==> src/rtl/fetch_stage_pkg.sv <==
// Shared widths and constants for the instruction-fetch stage.
// Module parameters default to these values.
package fetch_stage_pkg;
    localparam int DEF_ADDR_WIDTH  = 32;
    localparam int DEF_INSTR_WIDTH = 32;
    localparam int DEF_QUEUE_DEPTH = 2;
    localparam logic [31:0] DEF_RESET_PC = 32'h0000_0000;
    localparam int INSTR_BYTES = 4;

    typedef logic epoch_t;
endpackage

==> src/rtl/fetch_stage_if.sv <==
// Instruction-memory port between the fetch stage (master) and memory (slave).
// A request transfers on a cycle with imem_req_valid && imem_req_ready; valid may
// drop without a transfer. Responses are unconditional, in order, one per request.
interface fetch_stage_if
    import fetch_stage_pkg::*;
#(
    parameter int ADDR_WIDTH  = DEF_ADDR_WIDTH,
    parameter int INSTR_WIDTH = DEF_INSTR_WIDTH
);
    logic                   imem_req_valid;
    logic                   imem_req_ready;
    logic [ADDR_WIDTH-1:0]  imem_req_addr;
    logic                   imem_rsp_valid;
    logic [INSTR_WIDTH-1:0] imem_rsp_data;

    modport master (
        output imem_req_valid,
        output imem_req_addr,
        input  imem_req_ready,
        input  imem_rsp_valid,
        input  imem_rsp_data
    );

    modport slave (
        input  imem_req_valid,
        input  imem_req_addr,
        output imem_req_ready,
        output imem_rsp_valid,
        output imem_rsp_data
    );
endinterface

==> src/rtl/fetch_queue.sv <==
// Small synchronous FIFO with clear, same-cycle push+pop (also when full) and
// a per-entry kill flag that can be set on every stored entry at once.
module fetch_queue #(
    parameter int WIDTH = 8,
    parameter int DEPTH = 2,
    localparam int PTR_W = (DEPTH > 1) ? $clog2(DEPTH) : 1,
    localparam int CNT_W = $clog2(DEPTH + 1)
) (
    input  logic             clk,
    input  logic             reset,
    input  logic             push,
    input  logic [WIDTH-1:0] wdata,
    input  logic             pop,
    input  logic             clear,
    input  logic             kill_all,
    output logic [WIDTH-1:0] head,
    output logic             head_kill,
    output logic             full,
    output logic             empty,
    output logic [CNT_W-1:0] count
);
    logic [WIDTH-1:0] mem [DEPTH];
    logic [DEPTH-1:0] kill;
    logic [PTR_W-1:0] rd_ptr;
    logic [PTR_W-1:0] wr_ptr;
    logic             do_push;
    logic             do_pop;

    function automatic logic [PTR_W-1:0] next_ptr(input logic [PTR_W-1:0] p);
        return (p == PTR_W'(DEPTH - 1)) ? '0 : p + PTR_W'(1);
    endfunction

    assign empty     = (count == '0);
    assign full      = (count == CNT_W'(DEPTH));
    assign do_pop    = pop && !empty;
    assign do_push   = push && (!full || do_pop);
    assign head      = mem[rd_ptr];
    assign head_kill = kill[rd_ptr];

    always_ff @(posedge clk) begin
        if (!reset || clear) begin
            rd_ptr <= '0;
            wr_ptr <= '0;
            count  <= '0;
            kill   <= '0;
        end else begin
            if (kill_all) kill <= '1;
            // A push in the kill cycle is newer than the kill and stays live.
            if (do_push) begin
                kill[wr_ptr] <= 1'b0;
                wr_ptr       <= next_ptr(wr_ptr);
            end
            if (do_pop) rd_ptr <= next_ptr(rd_ptr);
            case ({do_push, do_pop})
                2'b10:   count <= count + CNT_W'(1);
                2'b01:   count <= count - CNT_W'(1);
                default: count <= count;
            endcase
        end
    end

    always_ff @(posedge clk) begin
        if (do_push) mem[wr_ptr] <= wdata;
    end
endmodule

==> src/rtl/fetch_stage.sv <==
// Instruction fetch: owns the fetch PC, issues credit-limited word fetches and
// buffers returned {pc,instr} for decode, dropping wrong-path responses by epoch.
module fetch_stage
    import fetch_stage_pkg::*;
#(
    parameter int ADDR_WIDTH  = DEF_ADDR_WIDTH,
    parameter int INSTR_WIDTH = DEF_INSTR_WIDTH,
    parameter logic [ADDR_WIDTH-1:0] RESET_PC = ADDR_WIDTH'(DEF_RESET_PC),
    parameter int QUEUE_DEPTH = DEF_QUEUE_DEPTH
) (
    input  logic                   clk,
    input  logic                   reset,
    fetch_stage_if.master          imem,
    input  logic                   redirect_valid,
    input  logic [ADDR_WIDTH-1:0]  redirect_pc,
    input  logic                   stall,
    output logic                   id_valid,
    output logic [ADDR_WIDTH-1:0]  id_pc,
    output logic [INSTR_WIDTH-1:0] id_instr
);
    localparam int CNT_W = $clog2(QUEUE_DEPTH + 1);
    localparam int IF_W  = ADDR_WIDTH + 1;
    localparam int DQ_W  = ADDR_WIDTH + INSTR_WIDTH;

    logic [ADDR_WIDTH-1:0] fetch_pc;
    epoch_t                epoch;
    logic                  issue;
    logic                  rsp_take;
    logic                  tag_live;
    logic                  dq_push;
    logic                  dq_pop;
    logic [IF_W-1:0]       if_head;
    logic                  if_kill;
    logic                  if_empty;
    logic                  if_full_unused;
    logic [CNT_W-1:0]      out_cnt;
    logic [DQ_W-1:0]       dq_head;
    logic                  dq_kill_unused;
    logic                  dq_empty;
    logic                  dq_full_unused;
    logic [CNT_W-1:0]      occ;
    logic [CNT_W:0]        credit_use;

    // Every in-flight request owns a reserved queue slot, so the queue never overflows.
    assign credit_use          = {1'b0, out_cnt} + {1'b0, occ};
    assign imem.imem_req_valid = reset && !redirect_valid &&
                                 (credit_use < (CNT_W + 1)'(QUEUE_DEPTH));
    assign imem.imem_req_addr  = fetch_pc;
    assign issue               = imem.imem_req_valid && imem.imem_req_ready;

    assign rsp_take = imem.imem_rsp_valid && !if_empty;
    assign tag_live = !if_kill && (if_head[0] == epoch) && !redirect_valid;
    assign dq_push  = rsp_take && tag_live;
    assign dq_pop   = !dq_empty && !stall && !redirect_valid;

    assign id_valid = !dq_empty;
    assign id_pc    = dq_empty ? '0 : dq_head[DQ_W-1 -: ADDR_WIDTH];
    assign id_instr = dq_empty ? '0 : dq_head[INSTR_WIDTH-1:0];

    always_ff @(posedge clk) begin
        if (!reset) begin
            fetch_pc <= RESET_PC;
            epoch    <= 1'b0;
        end else if (redirect_valid) begin
            fetch_pc <= redirect_pc & ~ADDR_WIDTH'(INSTR_BYTES - 1);
            epoch    <= ~epoch;
        end else if (issue) begin
            fetch_pc <= fetch_pc + ADDR_WIDTH'(INSTR_BYTES);
        end
    end

    // In-flight tracker: {pc, epoch} per request, killed wholesale on redirect.
    fetch_queue #(.WIDTH(IF_W), .DEPTH(QUEUE_DEPTH)) u_inflight (
        .clk       (clk),
        .reset     (reset),
        .push      (issue),
        .wdata     ({fetch_pc, epoch}),
        .pop       (rsp_take),
        .clear     (1'b0),
        .kill_all  (redirect_valid),
        .head      (if_head),
        .head_kill (if_kill),
        .full      (if_full_unused),
        .empty     (if_empty),
        .count     (out_cnt)
    );

    fetch_queue #(.WIDTH(DQ_W), .DEPTH(QUEUE_DEPTH)) u_decode_q (
        .clk       (clk),
        .reset     (reset),
        .push      (dq_push),
        .wdata     ({if_head[IF_W-1:1], imem.imem_rsp_data}),
        .pop       (dq_pop),
        .clear     (redirect_valid),
        .kill_all  (1'b0),
        .head      (dq_head),
        .head_kill (dq_kill_unused),
        .full      (dq_full_unused),
        .empty     (dq_empty),
        .count     (occ)
    );
endmodule

==> src/flat_wrapper.sv <==
// flat-port wrapper written by rule: the top's interface ports become plain ports
module fetch_stage_flat import fetch_stage_pkg::*;
#(
    parameter int ADDR_WIDTH  = DEF_ADDR_WIDTH,
    parameter int INSTR_WIDTH = DEF_INSTR_WIDTH,
    parameter logic [ADDR_WIDTH-1:0] RESET_PC = ADDR_WIDTH'(DEF_RESET_PC),
    parameter int QUEUE_DEPTH = DEF_QUEUE_DEPTH
)
  (clk, reset, redirect_valid, redirect_pc, stall, id_valid, id_pc, id_instr, imem_imem_req_valid, imem_imem_req_addr, imem_imem_req_ready, imem_imem_rsp_valid, imem_imem_rsp_data);
  fetch_stage_if #(.ADDR_WIDTH(ADDR_WIDTH), .INSTR_WIDTH(INSTR_WIDTH)) imem_i ();
  input  logic clk;
  input  logic reset;
  input  logic redirect_valid;
  input  logic [ADDR_WIDTH-1:0] redirect_pc;
  input  logic stall;
  output logic id_valid;
  output logic [ADDR_WIDTH-1:0] id_pc;
  output logic [INSTR_WIDTH-1:0] id_instr;
  output wire logic [$bits(imem_i.imem_req_valid)-1:0] imem_imem_req_valid;
  output wire logic [$bits(imem_i.imem_req_addr)-1:0] imem_imem_req_addr;
  input wire logic [$bits(imem_i.imem_req_ready)-1:0] imem_imem_req_ready;
  input wire logic [$bits(imem_i.imem_rsp_valid)-1:0] imem_imem_rsp_valid;
  input wire logic [$bits(imem_i.imem_rsp_data)-1:0] imem_imem_rsp_data;
  assign imem_imem_req_valid = imem_i.imem_req_valid;
  assign imem_imem_req_addr = imem_i.imem_req_addr;
  assign imem_i.imem_req_ready = imem_imem_req_ready;
  assign imem_i.imem_rsp_valid = imem_imem_rsp_valid;
  assign imem_i.imem_rsp_data = imem_imem_rsp_data;
  fetch_stage #(.ADDR_WIDTH(ADDR_WIDTH), .INSTR_WIDTH(INSTR_WIDTH), .RESET_PC(RESET_PC), .QUEUE_DEPTH(QUEUE_DEPTH)) u_core (.clk(clk), .reset(reset), .imem(imem_i), .redirect_valid(redirect_valid), .redirect_pc(redirect_pc), .stall(stall), .id_valid(id_valid), .id_pc(id_pc), .id_instr(id_instr));
endmodule
==> config.mk <==
export PLATFORM = sky130hd
export DESIGN_NAME = fetch_stage_flat
export DESIGN_NICKNAME = d
export VERILOG_FILES = /design/src/rtl/fetch_stage_pkg.sv /design/src/rtl/fetch_stage_if.sv /design/src/rtl/fetch_queue.sv /design/src/rtl/fetch_stage.sv /design/src/flat_wrapper.sv
export SDC_FILE = /design/constraint.sdc
export NUM_CORES = 1
export LEC_CHECK = 0
export ABC_AREA = 1
export CAP_MARGIN = 10
export CORE_MARGIN = 2
export CORE_UTILIZATION = 28
export DETAILED_ROUTE_END_ITERATION = 6
export SYNTH_ARGS = -nofsm -noshare
export SYNTH_HDL_FRONTEND = slang
export SYNTH_SLANG_ARGS = --single-unit
==> constraint.sdc <==
create_clock -name clk -period 7.3 [get_ports clk]
set_input_delay 2.19 -clock clk [delete_from_list [all_inputs] [get_ports clk]]
set_output_delay 2.19 -clock clk [all_outputs]
set_load 0.05 [all_outputs]
* Yosys cells after proc, flatten, opt, wreduce, memory -nomap -nowiden *
Memories as Yosys holds them, arrays and structs flattened. A register that Yosys moved wholly into a read port is not among the register bits.
Cells that the tools add are included.

word-level totals
  register bits after elaboration = 43
  bits in latches = 0
  RAM bits = 194
  memory bits (read-only) = 0
  bits of input ports = 70
  output and inout port bits = 98
  word-level logic and storage cells = 93
  memories kept = 2

memory list
  memory                 words  bits a word  read ports  clocked after Yosys merged registers in  write ports  RTL line           source
  u_core.u_decode_q.mem  2      64           1           1                                        1            fetch_queue.sv:22  logic [WIDTH-1:0] mem [DEPTH];
  u_core.u_inflight.mem  2      33           1           1                                        1            fetch_queue.sv:22

cells by class
  add/subtract/negate cells = 10
  multiply operators = 0
  divide/modulo/power cells = 0
  order comparisons = 4
  equality and inequality tests = 7
  shift operators = 0
  multiplexer cells = 25
  bitwise gates (word level) = 4
  reduce and logical (&&, ||, !) cells = 31

operator list
  operator                                                                       count
  32-bit 2-to-1 mux                                                              4
  32-bit by 3-bit adder with 32-bit output (second input constant)               1
  1-bit 2-to-1 mux                                                               15
  1-bit logical AND                                                              14
  2-bit equality test (second input constant)                                    4
  1-bit logical NOT                                                              8
  2-bit case mux with 2 select lines                                             2
  2-bit 2-to-1 mux                                                               3
  2-bit nonzero test                                                             3
  1-bit adder (second input constant)                                            4
  2-bit by 1-bit adder with 2-bit output (second input constant)                 2
  2-bit by 1-bit equality test with 1-bit output (second input constant)         2
  2-bit logical NOT                                                              2
  1-bit by 2-bit less-than comparator with 1-bit output (second input constant)  2
  2-bit by 1-bit subtractor with 2-bit output (second input constant)            2
  2-bit by 2-bit adder with 3-bit output                                         1
  1-bit logical OR                                                               3
  3-bit by 2-bit less-than comparator with 1-bit output (second input constant)  1
  2-bit AND                                                                      1
  1-bit inverter                                                                 2
  2-bit inverter                                                                 1
  2-bit OR reduction                                                             1
  1-bit demux with 1-bit select                                                  1
  1-bit equality test                                                            1
  1-bit >= comparator (second input constant)                                    1

* Depth between registers and ports, before layout *
  depth after elaboration = 9
  depth in mapped cells = 12
  mapped depth without buffers = 12

* Modules after synthesis *
From an unflattened synthesis, not the netlist that was laid out.

unflattened totals
  cell total of the unflattened synthesis = 944
  area, all modules = 10749.1 µm²

by module, submodules not included
  module                            times used  cells an instance  area each (µm²)  seq. area each (µm²)
  fetch_queue at u_core.u_decode_q  1           251                4999.8           3983.8
  fetch_queue at u_core.u_inflight  1           157                2886.5           2122.0
  fetch_stage                       1           536                2862.7           620.6

* Least setup slack after synthesis *
OpenSTA, ideal clock, no wires.

  kind = input to register
  start point = input port redirect_valid
  end point = memory u_core.u_decode_q.mem[0][0] (netlist bit) (enable)
  library setup time = 482 ps
  data arrival time = 5352 ps
  data required time = 6818 ps
  setup slack = 1466 ps
  stages on the path = 6
  buffers on the path = 1
  cell sequence = inv_2 > buf_2 > nand3_1 > nor2_1 > nand3_1 > nor2_1

between the ends
  cells in the longest elaborated chain, start to end = 7
  elaborated cells between the ends (all ways) = 9
  those cells by class = mux: 2; reduce/logical: 7

RTL lines
  element                                     RTL line                              source
  from (decl)                                 flat_wrapper.sv:13                    input logic redirect_valid;
  1-bit logical NOT (*)                       fetch_stage.sv:52, fetch_stage.sv:54
  1-bit logical AND                           fetch_stage.sv:54                     assign dq_pop = !dq_empty && !stall && !redirect_valid;
  1-bit logical AND                           fetch_queue.sv:35                     assign do_pop = pop && !empty;
  1-bit logical OR                            fetch_queue.sv:36                     assign do_push = push && (!full || do_pop);
  1-bit logical AND (*)                       fetch_queue.sv:36
  1-bit 2-to-1 mux (*)                        fetch_queue.sv:63                     if (do_push) mem[wr_ptr] <= wdata;
  1-bit 2-to-1 mux (implied by the code) (*)  fetch_queue.sv:63
  to (decl)                                   fetch_queue.sv:22

Mark *: on every way between the ends. The rest lies on a longest branch, timed or not.

* Final worst setup path *
  start point = input port reset
  end point = output port imem_imem_req_valid

between the ends
  cells in the longest elaborated chain, start to end = 2

RTL lines
  element                         RTL line            source
  from (decl)                     flat_wrapper.sv:12  input logic reset;
  1-bit logical AND (2 in a row)  fetch_stage.sv:46   assign imem.imem_req_valid = reset && !redirect_valid &&
  to (decl)                       flat_wrapper.sv:19  output wire logic [$bits(imem_i.imem_req_valid)-1:0] imem_imem_req_valid;

No other way between the ends.

==> qor.txt <==
number of core rows = 68
Num CTS Buffers = 25
final setup vio count = 0
Filler cells = 3,337
die area = 35,990 um^2
layout cells sized above 1 = 7.323%
unrepaired setup endpoints after global routing = no
Final Hold Fails = 0
Tcrit/Tclk final = 80.73%
first-pass GRT wire length = 37.64 mm
CTS resizes = 0
H-tree levels = 1
Setup TNS = 0 ps
Post-Synthesis Cells = 968
pwr/cell area = 241.2 nW/um^2
Max Slew Vio Count = 0
Hold-fix buffers, CTS = 0
die outline width = 189.7 um
Slew HR = 36.35%
CTS tree = done
Max Clock Freq = 169.7 MHz
vias in the first global route = 6,750
commonest non-fill, non-tap cells in the layout = nand2_1 (382), edfxtp_1 (186), clkdlybuf4s50_1 (160)
Post-synth ARST share = 0%
Final #Nets = 1,202
status = finished, final reports clean
Clock Pin Slew Worst Setup and Hold Paths = 60 ps
number of remaining DRC errors = 0
commonest non-fill, non-tap cell in the layout = nand2_1
VDD IR max = 0.1362 mV
worst path required time = 5110 ps
Distinct cells, synth = 35
Routability Congestion = 0.8554
synth warn = 0
Routed WL = 24.05 mm
Final HPWL DP = 16.11 mm
WL per Instance = 15.01 um
register area share after synthesis = 66.75%
WS Path Type = in -> out
diode count = 0
final instance count without filler cells = 1,602
synthesis-stage register bit count = 229
Clock Tree Root = clkbuf_16
Vias = 7,070
clk_lat worst skew = 520 ps
Worst Hold Class = reg -> reg
Worst Path Max Fanout = 25
Starting Density = 28.16%
final core utilization = 36.88%
Max-Cap Viols = 0
Worst Setup Slack, final = 1407 ps
ys flop type = edfxtp_1
Vias/cell = 4.413
Leak Pwr = 0.004516 uW
DRT iter0 DRCs = 342
Setup crit start kind = input port
Clock Skews = 10.18 ps
drt first pass iters = 5
Final min period = 5893 ps
Die Height = 189.7 um
Yosys top cell area share = 57.84%
Placed Instances = 1,557
syn avg cell area = 9.976 um^2
post-CTS setup repair buffer count = 0
largest net degree at the start of global routing = 63
number of flops mapped to enable cells by yosys = 186
port bufs = 161
worst slack, placed = 1336 ps
gr usage total = 13.34%
cell taking the most area after synthesis = edfxtp_1
DRT antenna net count = 0
core area = 34,290 um^2
crit path DAT = 3700 ps
Worst setup EP type = output pin
Ports = 168
area of the mapped netlist = 9657 um^2
r2r setup slk = 3820 ps
Layout area overhead = 30.94%
Congestion Overflow GR = 0
CTS Sinks = 229
initial antenna violation count = 0
worst slew pin tran = 953.7 ps
Clock Path Buffers = 3
largest cells by area after synthesis = edfxtp_1 (58%), nand2_1 (15%), dfxtp_1 (8.9%)
[sequential cells by signal, indices dropped and copies added, names as in the netlist, named ones only]
signal and count:
u_core.u_inflight.rd_ptr 1, u_core.u_decode_q.wr_ptr 1, u_core.u_inflight.wr_ptr 1, u_core.u_inflight.kill 2, u_core.epoch 1, u_core.u_decode_q.rd_ptr 1
u_core.imem.imem_req_addr 30, u_core.u_inflight.count 2, u_core.u_decode_q.count 2, u_core.u_inflight.mem 62, u_core.u_decode_q.mem 124
[worst max-delay path, cell delays in order]
cell and delay (ps):
clkdlybuf4s50_1 520, inv_2 230, nor2_4 250, inv_1 80
nor3_1 180, buf_4 240
[cells in the mapped netlist (2+ instances only)]
cell type  instances
inv_1             58
nor2_2             9
nand3_4            2
edfxtp_1         186
nand3_1           26
a31oi_1            5
nand4_1            3
o211ai_1           3
o21ai_0           29
nand2_1          382
nor2_4             2
clkbuf_1          29
ha_1               2
a21oi_1           96
nor2_1            52
inv_2              7
xnor2_1            2
xor2_1             6
dfxtp_1           43
buf_4              5
buf_2              5
o21ai_1            3
[final cells by class]
cell class | count | area [um^2] | share of cell area [%]
Clock inverter | 15 | 167.7 | 1.326
Inverter | 67 | 252.7 | 1.999
Sequential cell | 229 | 6447 | 50.99
Tap cell | 455 | 569.3 | 4.502
Timing Repair Buffer | 171 | 1684 | 13.32
Clock buffer | 30 | 706.9 | 5.591
Multi-Input combinational cell | 635 | 2816 | 22.27
[where the power goes]
group	internal [uW]	switching, uW
Sequential	1450	33.4
Combinational	89.3	162
Clock	799	516
[per-layer routing]
metal,track usage [%],up-vias,part of all wire (%)
met1,18.26,3288,45
met3,2.601,37,6.3
met5,0,-,0
li1,-,3536,-
met4,3.250,0,1.9
met2,21.81,209,46
[through the flow]
step	total power, uW	hold WS [ps]	area, um^2
2_1_floorplan	1651	446.5	9668
3_3_place_gp	1760	456.5	11770
3_5_place_dp	1765	463.5	11770
4_1_cts	3092	473.3	12640
5_1_grt	3169	505.2	12640
6_report	3050	469.1	12640
[final timing paths]
path / startpoint / endpoint / cells after the start
max: reset / imem_imem_req_valid / 6
min: u_core.u_decode_q.rd_ptr$_SDFFE_PP0P_ / flip-flop / 2
max reg2reg: flip-flop / u_core.u_decode_q.mem[0][6]$_DFFE_PP_ / 9
min reg2reg: u_core.u_decode_q.rd_ptr$_SDFFE_PP0P_ / flip-flop / 2
[kinds of logic after synthesis]
kind of cell / Yosys count / share of synthesized area [%]
xor gates and xnor gates: 8 / 0.7256
DFF: 229 / 66.75
and+or+nand+nor: 480 / 19.98
adders and majority gates: 3 / 0.4664
AOI/OAI and AO/OA: 140 / 7.606
buffers and inverters: 107 / 4.431
other: 1 / 0.03883
Power figures use the tool's default switching activity.
==> RTL edit: new RTL, config.mk and constraints unchanged <==
Change the package constant `DEF_QUEUE_DEPTH` from 2 to 8.
--- a/src/rtl/fetch_stage_pkg.sv
+++ b/src/rtl/fetch_stage_pkg.sv
@@ -5,3 +5,3 @@
     localparam int DEF_INSTR_WIDTH = 32;
-    localparam int DEF_QUEUE_DEPTH = 2;
+    localparam int DEF_QUEUE_DEPTH = 8;
     localparam logic [31:0] DEF_RESET_PC = 32'h0000_0000;
Check against the original RTL: not equivalent (a bounded check fails within 4 cycles, from zero or initial values and one cycle with reset low).
==> RTL edit against the original RTL <==
Setup slack lost 410 ps; worst hold slack about the same; critical path depth stayed put; final cell count rose to 2.7 times the old value; sequential power grew to 3.9 times the old value; routed wire length rose to 3.4 times the old value; area after synthesis increased to 3.3 times the old value; design area grew to 3.0 times the old value; total power increased to 4.0 times the old value; sequential cell count grew 580; critical path type is now reg2out.
==> RTL edit: results (changes against the original RTL) <==
[status]
outcome=finished clean

[logic_synthesis]
synth_compound_area_share_pct=11.8  ; +4.2 points
synth_edf_count=744  ; +300%
yosysSeqAreaShare_pct=73.3  ; +6.5 points
synth_cell_types=43  ; +23%

[place]
dp_cells=4207  ; +170%
place_area_sq_um=35600  ; +200%
place_congestion=0.748  ; -13%
place_ws_ps=969  ; -367 ps
hpwl_mm=44.4  ; +180%

[global_routing]
grt_antenna_before_repair=2  ; +2
grtUsageMet1_pct=18.2  ; -0.058 points
grt_util_met3_pct=2.28  ; -0.32 points
grt_pass1_wl_mm=122  ; +220%
grt_usage_pct=13.5  ; +0.17 points
grt_max_degree=155  ; +150%

[drt]
viasPerCell=4.74  ; +7.5%
avgRoutedWirePerCell_microns=18.6  ; +24%
drt-met1-wl_mm=36.1  ; +230%
route.met2.wl_mm=39.0  ; +250%
vias=20720  ; +190%
wl_met3_mm=4.31  ; +180%
drt_iter0_drc=1600  ; +370%

[finish]
largest_reg_flops=496  ; +300%
multi_input_area_sq_um=7700  ; +170%
n_fill_cell=11157  ; +230%

[power]
comb_power_share_pct=18.0  ; +9.8 points
pg_seq_mw=5.78  ; +290%
power_frac_clock_pct=34.8  ; -8.3 points
leakagePower_nw=12.5  ; +180%
swShare_pct=29.4  ; +6.0 points

[worst_setup_path]
start_kind=register
reg2regPathDepth=12  ; +3
crit_fanout=71  ; +180%
critPathMaxStageDelay_ps=910  ; +390 ps

[timing]
skew_ps=29.2  ; +19.0 ps

[clock_tree]
numCtsBuffers=87  ; +250%
htreeDepth=3  ; +2
clk_latency_ps=660  ; +140 ps

[min_path]
min_from=u_core.u_inflight.kill[2]

RTL edit: cell types whose count changed after synthesis, sizes merged, moves of 19 or more:
cell    change
edfxtp    +558
clkbuf     +95
o21ai     +423
inv        +19
nand2     -246
a21oi      -69
nor2      +582
a31oi     +101
o22ai      +92
dfxtp      +22
buf        +28
RTL edit: worst paths after layout:
check / end / slack, ps
max reg2reg: u_core.u_decode_q.mem[5][8] / 3090
min reg2reg: u_core.u_inflight.kill[2] / 470
min: u_core.u_inflight.kill[2] / 470
max: id_pc[31] / 1000
RTL edit: area by class of cell:
class | instances | share of cell area, %
flip-flops and latches | 809 | 61.6
inverters | 86 | 0.866
clock buffers | 111 | 5.96
repair buffers | 207 | 5.38
well taps | 1512 | 4.93
multi-input cells | 1593 | 20.0
clock inverters | 50 | 1.23
RTL edit: worst min-delay path, stage by stage (launching register included):
cell      delay (ps)
dfxtp_1          300
inv_1             60
a211oi_1          60
